==> src/rtl/uart_tx_fifo_pkg.sv <==
// Shared definitions for the UART transmit FIFO slice: system clock rate,
// baud accumulator width, FSM state type and pointer sizing helper.
package uart_tx_fifo_pkg;

    localparam int SYS_CLOCK_HZ = 50_000_000;
    localparam int BAUD_ACC_W   = 29;

    typedef enum logic [1:0] {
        ST_IDLE = 2'd0,
        ST_SEND = 2'd1,
        ST_WAIT = 2'd2
    } tx_state_e;

    // Pointers carry one extra wrap bit above the storage index.
    function automatic int ptr_width(input int depth);
        return $clog2(depth) + 1;
    endfunction

endpackage

==> src/rtl/uart_tx_fifo_if.sv <==
// Bus-side push port and uart-side strobe port of the transmit FIFO.
interface uart_tx_fifo_if
    import uart_tx_fifo_pkg::*;
#(
    parameter int DEPTH = 16
);
    localparam int CNT_W = ptr_width(DEPTH);

    logic             wr_en_i;
    logic [7:0]       wr_dat_i;
    logic             ovf_clr_i;
    logic             full_o;
    logic             empty_o;
    logic [CNT_W-1:0] count_o;
    logic             ovf_o;
    logic             busy_o;
    logic             uart_wr_o;
    logic [7:0]       uart_dat_o;

    modport master (
        output wr_en_i, wr_dat_i, ovf_clr_i,
        input  full_o, empty_o, count_o, ovf_o, busy_o, uart_wr_o, uart_dat_o
    );

    modport slave (
        input  wr_en_i, wr_dat_i, ovf_clr_i,
        output full_o, empty_o, count_o, ovf_o, busy_o, uart_wr_o, uart_dat_o
    );

endinterface

==> src/rtl/uart_baud_tick.sv <==
// Fractional baud-rate tick generator; shared with the uart transmitter and
// a future receiver so all of them agree on the exact bit rate.
module uart_baud_tick #(
    parameter int BAUD         = 115200,
    parameter int SYS_CLOCK_HZ = uart_tx_fifo_pkg::SYS_CLOCK_HZ
) (
    input  logic sys_clk_i,
    input  logic sys_rstn_i,
    output logic tick_o
);
    localparam int W = uart_tx_fifo_pkg::BAUD_ACC_W;

    localparam logic [W-1:0] STEP_UP   = W'(BAUD);
    localparam logic [W-1:0] STEP_DOWN = W'(BAUD - SYS_CLOCK_HZ);

    logic [W-1:0] d;

    // A non-negative accumulator marks a tick and pays back one system period.
    always_ff @(posedge sys_clk_i or negedge sys_rstn_i) begin
        if (!sys_rstn_i) begin
            d <= '0;
        end else begin
            d <= d + (d[W-1] ? STEP_UP : STEP_DOWN);
        end
    end

    assign tick_o = ~d[W-1];

endmodule

==> src/rtl/uart_tx_fifo.sv <==
// Byte FIFO in front of the uart transmitter: pops one byte at a time and
// spaces write strobes by GAP_TICKS baud ticks so a frame is never cut short.
module uart_tx_fifo
    import uart_tx_fifo_pkg::*;
#(
    parameter int DEPTH     = 16,
    parameter int BAUD      = 115200,
    parameter int GAP_TICKS = 12
) (
    input  logic           sys_clk_i,
    input  logic           sys_rstn_i,
    uart_tx_fifo_if.slave  bus
);
    localparam int IDX_W = $clog2(DEPTH);
    localparam int PTR_W = ptr_width(DEPTH);
    localparam int GAP_W = $clog2(GAP_TICKS + 1);

    logic [7:0]       mem [DEPTH];
    logic [PTR_W-1:0] wptr;
    logic [PTR_W-1:0] rptr;
    logic             full;
    logic             empty;
    logic             push;
    logic             pop;
    logic             tick;
    logic             ovf;
    tx_state_e        state;
    logic [GAP_W-1:0] gap_cnt;
    logic             uart_wr;
    logic [7:0]       uart_dat;

    uart_baud_tick #(
        .BAUD         (BAUD),
        .SYS_CLOCK_HZ (SYS_CLOCK_HZ)
    ) u_baud_tick (
        .sys_clk_i  (sys_clk_i),
        .sys_rstn_i (sys_rstn_i),
        .tick_o     (tick)
    );

    assign empty = (wptr == rptr);
    assign full  = (wptr[IDX_W-1:0] == rptr[IDX_W-1:0]) && (wptr[IDX_W] != rptr[IDX_W]);
    assign push  = bus.wr_en_i && !full;
    assign pop   = (state == ST_IDLE) && !empty;

    // Storage is deliberately left out of reset; stale bytes are unreachable while empty.
    always_ff @(posedge sys_clk_i) begin
        if (push) begin
            mem[wptr[IDX_W-1:0]] <= bus.wr_dat_i;
        end
    end

    always_ff @(posedge sys_clk_i or negedge sys_rstn_i) begin
        if (!sys_rstn_i) begin
            wptr <= '0;
            rptr <= '0;
        end else begin
            if (push) begin
                wptr <= wptr + PTR_W'(1);
            end
            if (pop) begin
                rptr <= rptr + PTR_W'(1);
            end
        end
    end

    // A dropped push takes priority over a clear in the same cycle.
    always_ff @(posedge sys_clk_i or negedge sys_rstn_i) begin
        if (!sys_rstn_i) begin
            ovf <= 1'b0;
        end else if (bus.wr_en_i && full) begin
            ovf <= 1'b1;
        end else if (bus.ovf_clr_i) begin
            ovf <= 1'b0;
        end
    end

    always_ff @(posedge sys_clk_i or negedge sys_rstn_i) begin
        if (!sys_rstn_i) begin
            state    <= ST_IDLE;
            gap_cnt  <= '0;
            uart_wr  <= 1'b0;
            uart_dat <= 8'h00;
        end else begin
            uart_wr <= 1'b0;
            case (state)
                ST_IDLE: begin
                    if (pop) begin
                        uart_dat <= mem[rptr[IDX_W-1:0]];
                        uart_wr  <= 1'b1;
                        state    <= ST_SEND;
                    end
                end
                ST_SEND: begin
                    gap_cnt <= '0;
                    state   <= ST_WAIT;
                end
                ST_WAIT: begin
                    if (tick) begin
                        gap_cnt <= gap_cnt + GAP_W'(1);
                        if (gap_cnt == GAP_W'(GAP_TICKS - 1)) begin
                            state <= ST_IDLE;
                        end
                    end
                end
                default: begin
                    state <= ST_IDLE;
                end
            endcase
        end
    end

    assign bus.full_o     = full;
    assign bus.empty_o    = empty;
    assign bus.count_o    = wptr - rptr;
    assign bus.ovf_o      = ovf;
    assign bus.busy_o     = !empty || (state != ST_IDLE);
    assign bus.uart_wr_o  = uart_wr;
    assign bus.uart_dat_o = uart_dat;

endmodule

==> src/flat_wrapper.sv <==
// flat-port wrapper written by rule: the top's interface ports become plain ports
module uart_tx_fifo_flat import uart_tx_fifo_pkg::*;
#(
    parameter int DEPTH     = 16,
    parameter int BAUD      = 115200,
    parameter int GAP_TICKS = 12
)
  (sys_clk_i, sys_rstn_i, bus_wr_en_i, bus_wr_dat_i, bus_ovf_clr_i, bus_full_o, bus_empty_o, bus_count_o, bus_ovf_o, bus_busy_o, bus_uart_wr_o, bus_uart_dat_o);
  uart_tx_fifo_if #(.DEPTH(DEPTH)) bus_i ();
  input  logic sys_clk_i;
  input  logic sys_rstn_i;
  input wire logic [$bits(bus_i.wr_en_i)-1:0] bus_wr_en_i;
  input wire logic [$bits(bus_i.wr_dat_i)-1:0] bus_wr_dat_i;
  input wire logic [$bits(bus_i.ovf_clr_i)-1:0] bus_ovf_clr_i;
  output wire logic [$bits(bus_i.full_o)-1:0] bus_full_o;
  output wire logic [$bits(bus_i.empty_o)-1:0] bus_empty_o;
  output wire logic [$bits(bus_i.count_o)-1:0] bus_count_o;
  output wire logic [$bits(bus_i.ovf_o)-1:0] bus_ovf_o;
  output wire logic [$bits(bus_i.busy_o)-1:0] bus_busy_o;
  output wire logic [$bits(bus_i.uart_wr_o)-1:0] bus_uart_wr_o;
  output wire logic [$bits(bus_i.uart_dat_o)-1:0] bus_uart_dat_o;
  assign bus_i.wr_en_i = bus_wr_en_i;
  assign bus_i.wr_dat_i = bus_wr_dat_i;
  assign bus_i.ovf_clr_i = bus_ovf_clr_i;
  assign bus_full_o = bus_i.full_o;
  assign bus_empty_o = bus_i.empty_o;
  assign bus_count_o = bus_i.count_o;
  assign bus_ovf_o = bus_i.ovf_o;
  assign bus_busy_o = bus_i.busy_o;
  assign bus_uart_wr_o = bus_i.uart_wr_o;
  assign bus_uart_dat_o = bus_i.uart_dat_o;
  uart_tx_fifo #(.DEPTH(DEPTH), .BAUD(BAUD), .GAP_TICKS(GAP_TICKS)) u_core (.sys_clk_i(sys_clk_i), .sys_rstn_i(sys_rstn_i), .bus(bus_i));
endmodule
==> config.mk <==
export PLATFORM = sky130hd
export DESIGN_NAME = uart_tx_fifo_flat
export DESIGN_NICKNAME = d
export VERILOG_FILES = /design/src/rtl/uart_tx_fifo_pkg.sv /design/src/rtl/uart_tx_fifo_if.sv /design/src/rtl/uart_baud_tick.sv /design/src/rtl/uart_tx_fifo.sv /design/src/flat_wrapper.sv
export SDC_FILE = /design/constraint.sdc
export NUM_CORES = 1
export LEC_CHECK = 0
export CORE_MARGIN = 2
export CORE_UTILIZATION = 65
export CTS_CLUSTER_DIAMETER = 200
export CTS_CLUSTER_SIZE = 16
export DETAILED_ROUTE_END_ITERATION = 6
export GPL_TIMING_DRIVEN = 1
export PLACE_DENSITY = 0.84
export SYNTH_ARGS = -nofsm -noshare
export SYNTH_HDL_FRONTEND = slang
export SYNTH_SLANG_ARGS = --single-unit
export TNS_END_PERCENT = 10
==> constraint.sdc <==
create_clock -name sys_clk_i -period 5.2 [get_ports sys_clk_i]
set_input_delay 1.04 -clock sys_clk_i [delete_from_list [all_inputs] [get_ports sys_clk_i]]
set_output_delay 1.04 -clock sys_clk_i [all_outputs]
set_load 0.1 [all_outputs]
# Yosys cells after proc, flatten, opt, wreduce, memory -nomap -nowiden
# Memories as Yosys holds them, arrays and structs flattened. A register that Yosys moved wholly into a read port is not among the register bits.
# Cells that the tools add are included.
# word_totals
ff_bits,47
ramBits,128
input_bits,12
out_inout_bits,18
wordCells,50
n_memories,1
# mem_list
memory,words,word_bits,rd,rd_clocked_by_memory_dff,wr,line_no,text
u_core.mem,16,8,1,1,1,uart_tx_fifo.sv:18,logic [7:0] mem [DEPTH];
# op_classes
add_sub_neg,5
n_eq_ne,9
n_mux,13
n_reduce_logical,15
# ops
operator,count
adder 29 bit,1
two-way mux 29 bit,1
adder 5 x 1 -> 5 bit (second input constant),2
case mux 4 bit (2 select lines),1
two-way mux 1 bit,6
two-way mux 2 bit,3
case mux 2 bit (3 select lines),1
nonzero test 2 bit,3
equality test 5 bit,1
subtractor 5 bit,1
adder 4 x 1 -> 4 bit (second input constant),1
equality test 4 bit,1
equality test 4 bit (second input constant),1
logical AND 1 bit,4
two-way mux 4 bit,1
!= test 2 x 1 -> 1 bit (second input constant),2
AND reduction 2 bit,2
logical NOT 1 bit,3
AND reduction 3 bit,1
equality test 2 x 1 -> 1 bit (second input constant),1
equality test 2 bit (second input constant),1
logical NOT 2 bit,1
!= test 2 bit (second input constant),1
logical OR 1 bit,1
!= test 1 bit,1

# Depth between registers and ports, before layout
# Gate-level depths: netlist of run 1.
# logic_depth
ltp_word,6
mapped_depth,10
depth_no_buf,8

# Modules after synthesis
# From an unflattened synthesis of run 1, not the netlist that was laid out.
# unflattened
cells_unflattened,483
area_unflattened_um2,7561.0
# modules_own_cells
mod,n_inst,cells_each,area_each_um2,seq_area_each_um2
uart_tx_fifo,1,363,6321.1,4494.3
uart_baud_tick,1,120,1239.9,550.5

# Worst setup path after synthesis of run 1
# Ideal clock, no wire load.
# synth_timing
path_type,reg-to-output
startpoint,reg u_core.rptr[2]
endpoint,out bus_busy_o
t_arrival_ns,3.215
required_time_ns,4.160
setup_slack_ns,0.945
path_stages_with_launch,7
n_path_buf,1
path_cell_list,dfrtp_1 > inv_2 > buf_2 > ha_1 > nand4_1 > nor2_2 > nand3_1
# synth_via
elab_chain_len,3
# synth_lines
item,line_no,text
start: declaration,uart_tx_fifo.sv:20,logic [PTR_W-1:0] rptr;
start signal: assignment,uart_tx_fifo.sv:62,rptr <= rptr + PTR_W'(1);
equality test 5 bit,uart_tx_fifo.sv:41,assign empty = (wptr == rptr);
via bus_empty_o,flat_wrapper.sv:16,output wire logic [$bits(bus_i.empty_o)-1:0] bus_empty_o;
logical NOT 1 bit,uart_tx_fifo.sv:117,assign bus.busy_o = !empty || (state != ST_IDLE);
logical OR 1 bit,uart_tx_fifo.sv:117,
end: declaration,flat_wrapper.sv:19,output wire logic [$bits(bus_i.busy_o)-1:0] bus_busy_o;
# The timed path passes the listed nets, and every way through them passes these cells.

# Final worst setup path of run 1
# layout_timing
startpoint,reg u_core.rptr[2]
endpoint,out bus_count_o[2]
# layout_via
elab_chain_len,1
# layout_lines
item,line_no,text
subtractor 5 bit,uart_tx_fifo.sv:115,assign bus.count_o = wptr - rptr;
end: declaration,flat_wrapper.sv:17,output wire logic [$bits(bus_i.count_o)-1:0] bus_count_o;
# Every way passes these cells.

==> results of run 1 <==
-- final cells by class --
class / instances / share of cell area, %
multi-input cells: 255 / 27.6
clock buffers: 20 / 5.21
inverters: 17 / 0.745
repair buffers: 32 / 3.45
clock inverters: 12 / 2.02
flip-flops and latches: 176 / 58.9
well taps: 143 / 2.09
-- placed cells by master, fill, tap and decap left out, drive strengths merged, types with 5 or more instances in the layout --
cell type      count
edfxtp           128
dfrtp             48
mux4              32
clkdlybuf4s50     23
nor2              22
inv               22
ha                20
clkbuf            20
xnor2             19
a21oi             18
mux2i             16
nand2             15
and3              12
o21ai             11
nor3               9
buf                9
nand4              8
a221oi             8
xor2               8
nand3              7
nand2b             5
and4               5
-- metal layers --
metal | routed length (um) | up-vias | global-route usage, %
met1 | 6000 | 2173 | 32.4
li1 | - | 1881 | -
met4 | 272 | 0 | 9.19
met3 | 703 | 25 | 6.21
met5 | 0 | - | 0
met2 | 7960 | 147 | 43.7
-- state kept, by name, indices dropped and copies added, names as in the netlist --
signal / flops
u_core.wptr: 5
u_core.bus.ovf_o: 1
u_core.u_baud_tick.d: 22
u_core.bus.uart_wr_o: 1
u_core.bus.uart_dat_o: 8
u_core.rptr: 5
u_core.state: 2
u_core.mem: 128
u_core.gap_cnt: 4
-- report_power, final --
group	total, uW	internal, uW	switching (uW)	leakage (uW)
logic	2170	669	1510	0.00110
clock network	1330	782	545	0.000300
registers	1840	1700	140	0.00171
-- worst max-delay path, cell delays in order (launching register included) --
cell and delay, ns:
sky130_fd_sc_hd__dfrtp_1 0.43, sky130_fd_sc_hd__inv_2 0.43, sky130_fd_sc_hd__ha_1 0.38, sky130_fd_sc_hd__xnor2_1 0.20
sky130_fd_sc_hd__clkdlybuf4s50_1 1.16
-- through the flow --
step / hold WS (ns) / worst slack [ns] / cells
after CTS: 0.486 / 1.13 / 655
after detailed placement: 0.471 / 1.60 / 623
after global placement: 0.466 / 1.66 / 623
final: 0.478 / 1.13 / 655
after global routing: 0.511 / 1.07 / 655
after floorplan: 0.456 / 0.945 / 466
-- final timing paths --
kind,to,cells past startpoint,slack (ns)
max in group asynchronous,u_core.rptr[0]$_DFFE_PN0P_,2,4.03
min in group asynchronous,u_core.bus.ovf_o$_DFFE_PN0P_,2,0.72
min reg2reg,u_core.u_baud_tick.d[7]$_DFF_PN0_,1,0.48
max reg2reg,u_core.mem[14][0]$_DFFE_PP_,6,2.18
max,bus_count_o[2],4,1.13
min,u_core.u_baud_tick.d[7]$_DFF_PN0_,1,0.48
-- cells by family after synthesis --
family	after synthesis	share of synthesized area, %
flip-flops	176	66.6
AND/OR/NAND/NOR	100	7.42
AO/OA/AOI/OAI	58	5.11
multiplexers	48	11.6
buffers and inverters	35	2.16
XOR/XNOR	27	3.22
adder cells (fa/ha/maj)	22	3.83
==> impl_metrics.sql, run 1 <==
INSERT INTO impl_metrics (metric_group, metric, value, unit) VALUES
('synth', 'ys.warnings.count', '0', ''),
('synth', 'postSynth.asyncResetShare', '27.3', '%'),
('clock_tree', 'clk_pin_slew', '0.06', 'ns'),
('synth', 'synth_seq_cells', '176', ''),
('die', 'io_pins', '30', ''),
('setup_path', 'worst_r2r_startpoint', 'u_core.rptr[2]$_DFFE_PN0P_', ''),
('cells_and_area', 'multiInputGateArea', '2360', 'um2'),
('synth', 'post_synth_main_area_contributors', 'sky130_fd_sc_hd__edfxtp_1, sky130_fd_sc_hd__dfrtp_1, sky130_fd_sc_hd__mux4_2', ''),
('placement', 'routabilityCongestion', '0.840', ''),
('clock_tree', 'cts.repair_timing.setup_buffer_count', '0', ''),
('drt', 'drtIter0Drc', '339', ''),
('setup_path', 'timing.critical_path.arrival', '3.03', 'ns'),
('synth', 'yosysUniqueCellTypes', '53', ''),
('pwr', 'report.power.total', '5340', 'uW'),
('sta', 'layout_worst_path_cycle_share', '78.2', '%'),
('flow_run', 'max_cap_violations', '0', ''),
('sta', 'fmax', '0.246', 'GHz'),
('die', 'die_height', '112', 'um'),
('synth', 'synth.yosys.seq_area_share', '66.6', '%'),
('clock_tree', 'clk_latency', '0.43', 'ns'),
('setup_path', 'cp_endpoint_kind', 'primary output', ''),
('sta', 'final_period_minus_worst_setup_slack', '4.07', 'ns'),
('sta', 'rsz0062_at_grt', 'false', ''),
('die', 'die-width', '112', 'um'),
('synth', 'synth_enable_flop_cells', '128', ''),
('die', 'std_cell_rows', '39', ''),
('die', 'initial_utilization', '66.6', '%'),
('grt', 'globalRouteOverflowTotal', '0', ''),
('outcome', 'run_status', 'finished, final reports clean', ''),
('synth', 'synth_area_per_cell', '16.2', 'um2'),
('sta', 'final_setup_violation_count', '0', ''),
('cells_and_area', 'final_core_util', '75.3', '%'),
('clock_tree', 'clk_path_buf_depth', '2', ''),
('grt', 'grt_antenna_before_repair', '0', ''),
('grt', 'grt_pass1_wl', '23400', 'um'),
('placement', 'post-dp-hpwl', '9130', 'um'),
('min_path', 'hold_path.class', 'reg2reg', ''),
('clock_tree', 'cts.root.buffer_cell', 'sky130_fd_sc_hd__clkbuf_16', ''),
('die', 'core_region', '11400', 'um2'),
('pwr', 'power_per_cell_area', '624', 'nW/um2'),
('drt', 'route.antenna.remaining_nets', '0', ''),
('placement', 'detailed_place.area', '7950', 'um2'),
('clock_tree', 'ctsHtreeMaxLevel', '4', ''),
('sta', 'setup-tns-final', '0', 'ns'),
('drt', 'drt_pre_antenna_iters', '5', ''),
('synth', 'syn-num-nets', '500', ''),
('setup_path', 'worst_setup_path_start_kind', 'flip-flop', ''),
('clock_tree', 'cts_hold_buf', '0', ''),
('sta', 'hold_viol_final', '0', ''),
('clock_tree', 'cts_made_buffers', '17', ''),
('synth', 'synth_top_cells_by_count', 'sky130_fd_sc_hd__edfxtp_1, sky130_fd_sc_hd__dfrtp_1, sky130_fd_sc_hd__mux4_2', ''),
('grt', 'grt_start_max_net_pins', '49', ''),
('synth', 'library_cell_occupying_the_most_area_in_the_post_synthesis_netlist', 'sky130_fd_sc_hd__edfxtp_1', ''),
('cells_and_area', 'final-seq-area', '5050', 'um2'),
('clock_tree', 'clock_tree_from_tritoncts', 'done', ''),
('cells_and_area', 'diodes', '0', ''),
('sta', 'worst_clock_skew', '0.0141', 'ns'),
('drt', 'route.detailed.vias_per_inst', '6.45', ''),
('pwr', 'vdd_ir_drop_max', '0.000825', 'V'),
('pwr', 'power.static_leakage', '0.00311', 'uW'),
('clock_tree', 'clock-sinks', '176', ''),
('sta', 'drv_slew', '0', ''),
('placement', 'io_buffer_count', '29', ''),
('synth', 'synth_top_flop_cell', 'sky130_fd_sc_hd__edfxtp_1', ''),
('cells_and_area', 'layout.nets', '533', ''),
('setup_path', 'critical_path_peak_fanout', '17', ''),
('synth', 'synth_largest_type_area_fraction', '50.8', '%'),
('cells_and_area', 'design_area', '8570', 'um2'),
('synth', 'synth_cells', '466', ''),
('synth', 'post_synth_instance_area', '7570', 'um2'),
('cells_and_area', 'drive_above_1_share', '15.8', '%');
Power figures use the tool's default switching activity.
==> inputs of run 2 (changes only) <==
--- a/config.mk
+++ b/config.mk
@@ -6,12 +6,12 @@
 export NUM_CORES = 1
 export LEC_CHECK = 0
 export CORE_MARGIN = 2
-export CORE_UTILIZATION = 65
+export CORE_UTILIZATION = 55
 export CTS_CLUSTER_DIAMETER = 200
 export CTS_CLUSTER_SIZE = 16
 export DETAILED_ROUTE_END_ITERATION = 6
 export GPL_TIMING_DRIVEN = 1
-export PLACE_DENSITY = 0.84
+export PLACE_DENSITY = 0.76
 export SYNTH_ARGS = -nofsm -noshare
 export SYNTH_HDL_FRONTEND = slang
 export SYNTH_SLANG_ARGS = --single-unit
==> constraint.sdc (replaced) <==
create_clock -name sys_clk_i -period 3.3 [get_ports sys_clk_i]
set_input_delay 0.66 -clock sys_clk_i [delete_from_list [all_inputs] [get_ports sys_clk_i]]
set_output_delay 0.66 -clock sys_clk_i [all_outputs]
set_load 0.1 [all_outputs]
==> impl_metrics.sql, run 2 (synthesis gave the netlist of run 1 again) <==
INSERT INTO impl_metrics (metric_group, metric, value, unit) VALUES
('outcome', 'run_status', 'finished, final reports clean', ''),
('grt', 'groute.usage.overall', '21.2', '%'),
('pwr', 'p_int', '5100', 'uW'),
('clock_tree', 'cts.repair_timing.setup_buffer_count', '0', ''),
('clock_tree', 'cts.root.buffer_cell', 'sky130_fd_sc_hd__clkbuf_16', ''),
('pwr', 'total_switching_power', '3490', 'uW'),
('clock_tree', 'cts_hold_buf', '0', ''),
('pwr', 'vdd_ir_drop_max', '0.000803', 'V'),
('drt', 'drtIter0Drc', '287', ''),
('die', 'die-width', '121', 'um'),
('grt', 'grt_start_max_net_pins', '36', ''),
('cells_and_area', 'layout.nets', '534', ''),
('die', 'initial_utilization', '56.7', '%'),
('placement', 'io_buffer_count', '29', ''),
('pwr', 'power_per_cell_area', '993', 'nW/um2'),
('die', 'std_cell_rows', '42', ''),
('setup_path', 'worst_setup_path_start_kind', 'flip-flop', ''),
('cells_and_area', 'area.growth.synth_to_final', '14.2', '%'),
('sta', 'rsz0062_at_grt', 'false', ''),
('drt', 'route.detailed.vias_per_inst', '5.98', ''),
('grt', 'grt_antenna_before_repair', '0', ''),
('sta', 'worst_clock_skew', '0.00695', 'ns'),
('cells_and_area', 'mostFrequentLayoutCell', 'sky130_fd_sc_hd__edfxtp_1', ''),
('grt', 'grt_pass1_vias', '4156', ''),
('die', 'io_pins', '30', ''),
('drt', 'drt_pre_antenna_iters', '5', ''),
('clock_tree', 'ctsHtreeMaxLevel', '4', ''),
('cells_and_area', 'fillerInstances', '942', ''),
('setup_path', 'cpMostUsedCell', 'sky130_fd_sc_hd__inv_1', ''),
('cells_and_area', 'largest_reg_flops', '128', ''),
('setup_path', 'crit_path_cell_trace', 'inv_1, ha_1, fa_1, inv_1, a21o_1, a21oi_1, xor2_2, buf_12', ''),
('min_path', 'hold_path.class', 'in2async', ''),
('cells_and_area', 'final_core_util', '64.8', '%'),
('clock_tree', 'clk_path_buf_depth', '2', ''),
('pwr', 'power.static_leakage', '0.00314', 'uW'),
('sta', 'fmax', '0.336', 'GHz'),
('cells_and_area', 'diodes', '0', ''),
('setup_path', 'timing.critical_path.slowest_stage_cell', 'sky130_fd_sc_hd__dfrtp_1', ''),
('placement', 'count_of_placed_standard_cells_including_taps', '657', ''),
('sta', 'slew_headroom', '37.3', '%'),
('die', 'die_height', '121', 'um'),
('cells_and_area', 'drive_above_1_share', '18.5', '%'),
('pwr', 'power_switching_share', '40.6', '%'),
('sta', 'worst_hold_slack_across_all_endpoints', '0.265', 'ns'),
('setup_path', 'cp_slowest_stage_delay', '0.41', 'ns'),
('clock_tree', 'clk_latency', '0.43', 'ns'),
('sta', 'worst_slew_pin_slew', '0.932', 'ns'),
('placement', 'post-dp-hpwl', '9330', 'um'),
('sta', 'final_period_minus_worst_setup_slack', '2.98', 'ns'),
('grt', 'globalRouteOverflowTotal', '0', ''),
('sta', 'hold_viol_final', '0', ''),
('clock_tree', 'ctsResizeCount', '0', ''),
('setup_path', 'critical_path_class', 'reg2out', ''),
('clock_tree', 'clk_pin_slew', '0.07', 'ns'),
('clock_tree', 'clock_tree_from_tritoncts', 'done', ''),
('pwr', 'pwr-share-seq', '33.7', '%'),
('drt', 'finalWirelength', '14500', 'um'),
('cells_and_area', 'mostFrequentLayoutCells', 'sky130_fd_sc_hd__edfxtp_1, sky130_fd_sc_hd__dfrtp_1, sky130_fd_sc_hd__mux4_2', ''),
('die', 'core_region', '13300', 'um2'),
('placement', 'routabilityCongestion', '0.794', ''),
('pwr', 'power_frac_comb', '43.0', '%'),
('clock_tree', 'cts_made_buffers', '17', ''),
('setup_path', 'cp_endpoint_kind', 'primary output', ''),
('drt', 'route.detailed.drc', '0', ''),
('pwr', 'clock_power_share', '23.3', '%'),
('setup_path', 'crit_required', '2.64', 'ns'),
('sta', 'final_setup_violation_count', '0', ''),
('sta', 'drv_slew', '0', ''),
('drt', 'route.antenna.remaining_nets', '0', ''),
('drt', 'vias', '4120', ''),
('flow_run', 'max_cap_violations', '0', ''),
('drt', 'routed_wire_length_per_instance', '21.1', 'um'),
('clock_tree', 'clock-sinks', '176', ''),
('grt', 'grt_pass1_wl', '22400', 'um'),
('setup_path', 'timing.critical_path.arrival', '2.32', 'ns'),
('die', 'die-area', '14700', 'um2'),
('setup_path', 'critical_path_peak_fanout', '4', ''),
('sta', 'layout_worst_path_cycle_share', '90.3', '%'),
('cells_and_area', 'finish.cell_count_without_fillers', '689', '');
run 2: power by group through the flow:
stage / Clock [uW] / Combinational, uW / Sequential, uW
final: 2000 / 3690 / 2900
after global routing: 2110 / 3870 / 2930
after CTS: 2030 / 3720 / 2900
after detailed placement: 0 / 3710 / 2940
after global placement: 0 / 3660 / 2920
after floorplan: 0 / 2340 / 3250
run 2: final cells by class:
cell class	instances	area, um2	share of cell area, %
clock inverter	12	150	1.74
sequential	176	5050	58.3
inverter	17	63.8	0.738
tap	176	220	2.55
clock buffer	20	437	5.05
multi-input combinational	255	2380	27.5
timing repair buffer	33	358	4.14
run 2: per-layer routing:
layer	wire length [um]	track usage [%]
met5	0	0
met1	5910	26.4
met4	259	7.69
met2	7540	35.6
met3	797	6.02
run 2: critical path: cells and delay by family (launching register included):
| family | cells | cell delay [ns] |
|---|---|---|
| DFF | 1 | 0.41 |
| AOI/OAI and AO/OA | 2 | 0.40 |
| xor gates and xnor gates | 1 | 0.21 |
| buffers and inverters | 3 | 0.40 |
| adders and majority gates | 2 | 0.46 |
run 2: final timing paths:
check                                             startpoint                                 to  slack (ns)  cells after the start
hold reg to reg            u_core.u_baud_tick.d[7]$_DFF_PN0_  u_core.u_baud_tick.d[7]$_DFF_PN0_        0.49                      1
max in group asynchronous                         sys_rstn_i      u_core.gap_cnt[2]$_DFFE_PN0P_        2.28                      2
min in group sys_clk_i     u_core.u_baud_tick.d[7]$_DFF_PN0_  u_core.u_baud_tick.d[7]$_DFF_PN0_        0.49                      1
setup reg to reg                  u_core.wptr[2]$_DFFE_PN0P_        u_core.mem[12][3]$_DFFE_PP_        0.59                      5
setup / recovery                  u_core.wptr[0]$_DFFE_PN0P_                     bus_count_o[4]        0.32                      8
hold / removal                                    sys_rstn_i       u_core.bus.ovf_o$_DFFE_PN0P_        0.26                      1
run 2: metrics by stage:
stage / total power (uW) / TNS (ns) / setup slack, ns / cell area, um2
final: 8590 / 0 / 0.321 / 8650
after global routing: 8910 / 0 / 0.179 / 8650
after CTS: 8640 / 0 / 0.315 / 8650
after detailed placement: 6640 / 0 / 0.623 / 8060
after global placement: 6570 / 0 / 0.674 / 8060
after floorplan: 5590 / -0.445 / -0.257 / 7580
